**src/rtl/bsg_chip_noc_mc_credit_gate.sv**
```systemverilog
// bsg_chip_noc_mc_credit_gate
// Meters forward request packets against outstanding responses. Forward
// traffic is buffered in a 2-entry FIFO. Each accepted return packet frees
// one credit, and return packets pass straight through.
// A drain FSM holds off new requests until the link is quiescent.
// Optional statistics outputs: define BSG_MC_CREDIT_GATE_STATS_EN.
module bsg_chip_noc_mc_credit_gate #(
  parameter  int unsigned fwd_width_p       = 100,
  parameter  int unsigned rev_width_p       = 40,
  parameter  int unsigned max_out_credits_p = 32,
  localparam int unsigned credit_width_lp   =
    (max_out_credits_p < 1) ? 1 : $clog2(max_out_credits_p + 1)
) (
  input  logic                       clk_i,
  input  logic                       reset_i,

  input  logic                       fwd_v_i,
  input  logic [fwd_width_p-1:0]     fwd_data_i,
  output logic                       fwd_ready_and_o,

  output logic                       fwd_v_o,
  output logic [fwd_width_p-1:0]     fwd_data_o,
  input  logic                       fwd_ready_and_i,

  input  logic                       rev_v_i,
  input  logic [rev_width_p-1:0]     rev_data_i,
  output logic                       rev_ready_and_o,

  output logic                       rev_v_o,
  output logic [rev_width_p-1:0]     rev_data_o,
  input  logic                       rev_ready_and_i,

  input  logic                       drain_i,
  output logic                       drained_o,
  output logic [credit_width_lp-1:0] credits_used_o,
  output logic                       error_o
`ifdef BSG_MC_CREDIT_GATE_STATS_EN
  ,
  output logic [31:0]                stall_cycles_o,
  output logic [credit_width_lp-1:0] max_used_o
`endif
);

  localparam logic [credit_width_lp-1:0] max_credits_lp = credit_width_lp'(max_out_credits_p);

  typedef enum logic [1:0] {
    eRun     = 2'd0,
    eDrain   = 2'd1,
    eDrained = 2'd2
  } state_e;

  state_e                     state_r, state_n;
  logic [credit_width_lp-1:0] credits_r, credits_n;
  logic                       error_r, error_n;

  logic [fwd_width_p-1:0]     mem_r [2];
  logic                       wr_ptr_r, rd_ptr_r;
  logic [1:0]                 count_r;
  logic                       fifo_full, fifo_empty;
  logic                       enq, deq, rev_xfer;

  assign fifo_full  = (count_r == 2'd2);
  assign fifo_empty = (count_r == 2'd0);

  // Ready depends only on registered state, never on the same-cycle dequeue.
  assign fwd_ready_and_o = (state_r == eRun) & ~fifo_full & (credits_r < max_credits_lp);

  assign enq      = fwd_v_i & fwd_ready_and_o;
  assign deq      = fwd_v_o & fwd_ready_and_i;
  assign rev_xfer = rev_v_i & rev_ready_and_i;

  assign fwd_v_o    = ~fifo_empty;
  assign fwd_data_o = mem_r[rd_ptr_r];

  assign rev_v_o         = rev_v_i;
  assign rev_data_o      = rev_data_i;
  assign rev_ready_and_o = rev_ready_and_i;

  assign drained_o      = (state_r == eDrained);
  assign credits_used_o = credits_r;
  assign error_o        = error_r;

  // FIFO storage; contents are don't-care while the entry is empty.
  always_ff @(posedge clk_i) begin
    if (enq) mem_r[wr_ptr_r] <= fwd_data_i;
  end

  // FIFO pointers and occupancy.
  always_ff @(posedge clk_i) begin
    if (reset_i) begin
      wr_ptr_r <= 1'b0;
      rd_ptr_r <= 1'b0;
      count_r  <= 2'd0;
    end else begin
      if (enq) wr_ptr_r <= ~wr_ptr_r;
      if (deq) rd_ptr_r <= ~rd_ptr_r;
      case ({enq, deq})
        2'b10:   count_r <= count_r + 2'd1;
        2'b01:   count_r <= count_r - 2'd1;
        default: count_r <= count_r;
      endcase
    end
  end

  // Credit counter next value; a return with nothing outstanding flags an error.
  always_comb begin
    credits_n = credits_r;
    error_n   = error_r;
    case ({enq, rev_xfer})
      2'b10: credits_n = credits_r + credit_width_lp'(1);
      2'b01: begin
        if (credits_r == '0) error_n   = 1'b1;
        else                 credits_n = credits_r - credit_width_lp'(1);
      end
      default: credits_n = credits_r;
    endcase
  end

  // Credit counter and sticky error register.
  always_ff @(posedge clk_i) begin
    if (reset_i) begin
      credits_r <= '0;
      error_r   <= 1'b0;
    end else begin
      credits_r <= credits_n;
      error_r   <= error_n;
    end
  end

  // Drain FSM next state; leaving drain takes priority over completing it.
  always_comb begin
    state_n = state_r;
    case (state_r)
      eRun:     if (drain_i) state_n = eDrain;
      eDrain: begin
        if (!drain_i)                              state_n = eRun;
        else if (fifo_empty && credits_r == '0)    state_n = eDrained;
      end
      eDrained: if (!drain_i) state_n = eRun;
      default:  state_n = eRun;
    endcase
  end

  // Drain FSM state register.
  always_ff @(posedge clk_i) begin
    if (reset_i) state_r <= eRun;
    else         state_r <= state_n;
  end

`ifdef BSG_MC_CREDIT_GATE_STATS_EN
  logic [31:0]                stall_r;
  logic [credit_width_lp-1:0] max_used_r;

  assign stall_cycles_o = stall_r;
  assign max_used_o     = max_used_r;

  // Stall counter (saturating) and credit high-water mark.
  always_ff @(posedge clk_i) begin
    if (reset_i) begin
      stall_r    <= '0;
      max_used_r <= '0;
    end else begin
      if (fwd_v_i && (credits_r == max_credits_lp) && (state_r == eRun) && (stall_r != '1))
        stall_r <= stall_r + 32'd1;
      if (credits_n > max_used_r)
        max_used_r <= credits_n;
    end
  end
`endif

endmodule

```
**config.mk**
```make
export PLATFORM = sky130hd
export DESIGN_NAME = bsg_chip_noc_mc_credit_gate
export DESIGN_NICKNAME = d
export VERILOG_FILES = /design/src/rtl/bsg_chip_noc_mc_credit_gate.sv
export SDC_FILE = /design/constraint.sdc
export NUM_CORES = 1
export LEC_CHECK = 0
export BUFFER_PORTS_ARGS = -buffer_cell sky130_fd_sc_hd__buf_2
export CAP_MARGIN = 20
export CORE_ASPECT_RATIO = 0.8
export CORE_MARGIN = 4
export CORE_UTILIZATION = 35
export CTS_CLUSTER_SIZE = 14
export DETAILED_ROUTE_END_ITERATION = 12
export GPL_TIMING_DRIVEN = 0
export REMOVE_ABC_BUFFERS = 1
export SYNTH_ARGS = -nofsm -noshare
export SYNTH_HDL_FRONTEND = slang
export SYNTH_SLANG_ARGS = --single-unit
```
**constraint.sdc**
```tcl
create_clock -name clk_i -period 10.01 [get_ports clk_i]
set_input_delay 0.5005 -clock clk_i [delete_from_list [all_inputs] [get_ports clk_i]]
set_output_delay 0.5005 -clock clk_i [all_outputs]
set_load 0.05 [all_outputs]
```
; ---- Yosys cells after proc, flatten, opt, wreduce, memory -nomap -nowiden
; Memories as Yosys holds them, arrays and structs flattened. A register that Yosys moved wholly into a read port is not among the register bits.
; Index checks and enable logic that the tools add are counted.
[word_totals]
regBits = 13
ram_bits = 200
in_bits = 147
out_inout_bits = 152
mem_count = 1
[op_classes]
addsub = 4
magnitude_cmp = 1
eq_ne = 11
muxes = 12
n_bitwise = 9
reduce_logical = 9
[mem_list]
columns = name, words, word_bits, read_ports, rd_ports_with_merged_regs, wr, line_no
row1 = mem_r, 2, 100, 1, 1, 1, 56  ; logic [fwd_width_p-1:0] mem_r [2];
[ops]
columns = cell, count
row1 = $pmux 6 s2, 1
row2 = $eq 2x2->1 const B, 4
row3 = $mux 2, 4
row4 = $add 6x1->6 const B, 1
row5 = $eq 2x1->1 const B, 3
row6 = $logic_not 6->1, 1
row7 = $lt 6x6->1 const B, 1
row8 = $mux 6, 1
row9 = $ne 2x2->1 const B, 3
row10 = $pmux 2 s3, 1
row11 = $sub 6x1->6 const B, 1
row12 = $and 1x1->1, 5
row13 = $logic_not 2->1, 2
row14 = $mux 1, 4
row15 = $not 1->1, 4
row16 = $pmux 2 s2, 1
row17 = $reduce_and 2->1, 2
row18 = $reduce_bool 2->1, 2
row19 = $ne 3x3->1 const B, 1
row20 = $reduce_and 3->1, 1
row21 = $add 2x1->2 const B, 1
row22 = $sub 2x1->2 const B, 1
row23 = $logic_and 1x1->1, 1

; ---- Logic depth before layout (Yosys ltp)
[logic_depth]
ltp_word = 8
ltp_mapped = 7
depth_no_buf = 7

; ---- Worst setup path before layout
; No wires, ideal clock.
[synth_timing]
path_type = register -> register
start = reg credits_r[5], in the netlist credits_used_o[5]
end = mem mem_r[0][0], enable pin
setup_ps = 560
arrival_ps = 5471
setup_slack_ps = 3979
stages_incl_launch_ff = 4
path_buffers = 0
cell_sequence = dfxtp_1 -> nor4b_1 -> nand2_1 -> nor2_1
[synth_via]
elab_chain_cells = 5
[synth_lines]
columns = item, line_no
row1 = "start, declared", 53  ; logic [credit_width_lp-1:0] credits_r, credits_n;
row2 = "start signal, assigned", 125  ; credits_r <= credits_n;
row3 = $lt 6x6->1, 66  ; assign fwd_ready_and_o = (state_r == eRun) & ~fifo_full & (credits_r < max_credits_lp);
row4 = $and 1x1->1, 66
row5 = $and 1x1->1, 68  ; assign enq = fwd_v_i & fwd_ready_and_o;
row6 = $mux 1, 85  ; if (enq) mem_r[wr_ptr_r] <= fwd_data_i;
row7 = $mux 1 (implied by the code), 85
row8 = "end, declared", 56
; No other way between the ends.

; ---- Final worst setup path
[layout_timing]
start = reg credits_r[5], in the netlist credits_used_o[5]
end = mem mem_r[1][47], enable pin
; Same word-level chain as after synthesis.

==> summary.md <==
| Metric | Value |
|---|---|
| Area grow syn2layout | `25.39%` |
| Switching Share | `27.85%` |
| Num CTS Buffers | `23` |
| Setup bufs post-CTS | `0` |
| Synth top area cells | `edfxtp_1 (73%), mux2_2 (14%), buf_4 (3.8%)` |
| Commonest non-fill, non-tap cells in the layout | `buf_2 (218), edfxtp_1 (200), mux2_2 (102)` |
| Tot GR Track Use | `13.12%` |
| Max-slew violations | `0` |
| GPL Wtd Cong | `0.8143` |
| Switch Pwr | `0.0006679 W` |
| Cell count after synthesis | `440` |
| Setup TNS | `0 ns` |
| WP data arrival | `3.02 ns` |
| Crit Path Max Fanout | `31` |
| Fin cells | `965` |
| Max Buffers Root-to-Sink | `3` |
| Hold_buf cts | `0` |
| Area share of the largest cell type after synthesis | `72.62%` |
| Clock Power Share | `36.6%` |
| Placed Cells | `922` |
| Final min period | `2.813 ns` |
| First drt pass iteration count | `4` |
| Lkg Pwr | `3.853 nW` |
| Vias in the first global route | `4,812` |
| FF+latch area | `6290 um2` |
| Netlist Area Pre-Place | `8270 um2` |
| Initial antenna violation count | `1` |
| Slew HR | `50.49%` |
| Clock skew | `0.01213 ns` |
| Reg clk slew, reported paths | `0.06 ns` |
| Flops & latches, synth | `214` |
| Yosys top cell by area | `edfxtp_1` |
| Num rows | `50` |
| Worst path required time | `10.22 ns` |
| Die Wd | `179.9 um` |
| Sequential fraction of the synthesis area | `76.01%` |
| Placed cell areas | `9569 um2` |
| Skew-Pair Late Insertion Delay | `0.50 ns` |
| DRT iter0 DRCs | `156` |
| Routed len/inst | `18.79 um` |
| Placed wire-length estimate | `12.95 mm` |
| Fmax | `0.3555 GHz` |
| Antenna-violating nets left | `0` |
| IO Pins | `299` |
| Initial Utilization | `35.44%` |
| Fin area | `10,370 um2` |
| Die area | `26,170 um2` |
| Via count | `4,463` |
| Sequential power share | `45.1%` |
| RSZ-0062 raised after global routing | `false` |
| Nature of the critical path startpoint | `register` |
| Clock Sinks | `214` |
| Final Worst Setup Slack | `7.197 ns` |
| H-tree depth | `1` |
| CTS resizes | `0` |
| Part of the cycle the worst path needs | `28.10%` |
| Number of remaining DRC errors | `0` |
| CTS tree | `done` |
| Worst vdd ir | `0.1480 mV` |
| Fillers | `2,045` |
| CTS root buffer | `clkbuf_16` |
| Gate power share | `18.3%` |
| Via density | `4.625` |
| Status | `complete, no violations` |
| Largest net degree at the start of global routing | `54` |
| Core area | `23,330 um2` |
| HP Class | `primary input to register` |
| CP endpoint kind | `register` |
| Total routed wirelength | `18.13 mm` |
| YS warnings | `0` |
| Multi-input gate area | `1624 um2` |
| Post-Place Setup Slack | `7.012 ns` |
| Port bufs | `218` |
| Global route overflow | `0` |
| Crit path kind | `register to register` |
| Most common cell after layout, fill and taps aside | `buf_2` |
| Fin nets | `783` |
| Final hold slack | `0.1840 ns` |
| Max_cap viols | `0` |
| Slew @ Worst Pin | `0.7409 ns` |
| Power per Cell Area | `231.3 nW/um2` |
| Setup violators final | `0` |
| Share of cells above drive strength 1 | `57.36%` |
| Die Y-Extent | `145.5 um` |
| Synth cell types | `40` |
| Count of final hold-check violations | `0` |
| Avg Inst Size Synth | `18.80 um2` |
| First-pass GRT wire length | `27.80 mm` |
| Cell Int Power | `0.001730 W` |
==> power groups by stage <==
stage / clock (W) / combinational [W] / sequential [W]
global placement: 0 / 0.000419 / 0.00112
floorplan: 0 / 0.000306 / 0.00112
finish: 0.000879 / 0.000438 / 0.00108
detailed placement: 0 / 0.000442 / 0.00110
global route: 0.000943 / 0.000462 / 0.00109
CTS: 0.000906 / 0.000444 / 0.00108
==> flip-flops by register name, summed over array words and instances, names as in the netlist, named ones only <==
signal and cells:
count_r 2, error_o 1, rd_ptr_r 1, mem_r 200, credits_used_o 6, state_r 2
wr_ptr_r 1
==> layer usage <==
layer | wire, um | track usage, % | part of all wire, %
met5 | 72 | 2.000 | 0.40
met4 | 395 | 3.085 | 2.2
met3 | 2266 | 6.947 | 12
met2 | 7901 | 19.59 | 44
met1 | 7497 | 16.86 | 41
==> stage by stage <==
stage,utilization (%),power (W)
2_1_floorplan,-,0.001422
3_3_place_gp,40.23,0.001540
3_5_place_dp,41.01,0.001543
4_1_cts,44.43,0.002433
5_1_grt,44.44,0.002494
6_report,44.44,0.002398
==> layout make-up <==
class                      instances  share of cell area (%)
sequential                       214                   60.65
multi-input combinational        168                   15.66
timing repair buffer             225                   12.09
clock buffer                      24                   5.586
tap                              312                   3.764
clock inverter                    18                   2.111
inverter                           3                  0.1086
antenna                            1                 0.02413
==> worst max-delay path, cell delays in order, from the launching register on <==
cell	delay, ns
dfxtp_1	0.36
nor4b_1	0.63
nand2_1	0.35
nor2_4	0.65
buf_12	0.30
buf_16	0.20
==> logic make-up after synthesis <==
kind of cell    count (synthesis)  share of synthesized area, %
xor+xnor                        4                        0.4237
mux                           105                         14.33
fa+ha+maj                       1                        0.1513
flops                         214                         76.01
buf+inv                        58                         4.539
simple gates                   41                         3.041
compound gates                 17                         1.513
==> synth_stat cells <==
cell and n:
a21bo_2 1, a21boi_2 1, a21o_1 1, a21oi_1 6, a22oi_1 1, a22oi_2 1, a2bb2oi_1 1, a311oi_1 1
a32oi_1 1, and2_1 2, and3_1 1, buf_4 42, clkbuf_1 13, dfxtp_1 14, edfxtp_1 200, ha_1 1
inv_1 3, mux2_1 1, mux2_2 102, mux2_4 1, mux2i_1 1, nand2_1 3, nand2b_1 2, nand3_1 1
nand3b_1 1, nand4_1 1, nand4b_1 1, nor2_1 14, nor2b_1 5, nor3_2 1, nor4_1 3, nor4_4 1
nor4b_1 3, o211ai_1 1, o21ai_0 1, o31ai_1 1, or2b_1 1, or4b_4 1, xnor2_1 2, xor2_1 2
==> path summary, 6_finish.rpt <==
kind / startpoint / endpoint / slack (ns) / cells after the start
min: fwd_data_i[69] / mem_r[0][69] / 0.18 / 1
min reg2reg: error_o / error_o / 0.48 / 2
max reg2reg: credits_used_o[5] / mem_r[1][47] / 7.20 / 5
max: credits_used_o[5] / mem_r[1][47] / 7.20 / 5
No activity file was read; power rests on OpenSTA's default activity.
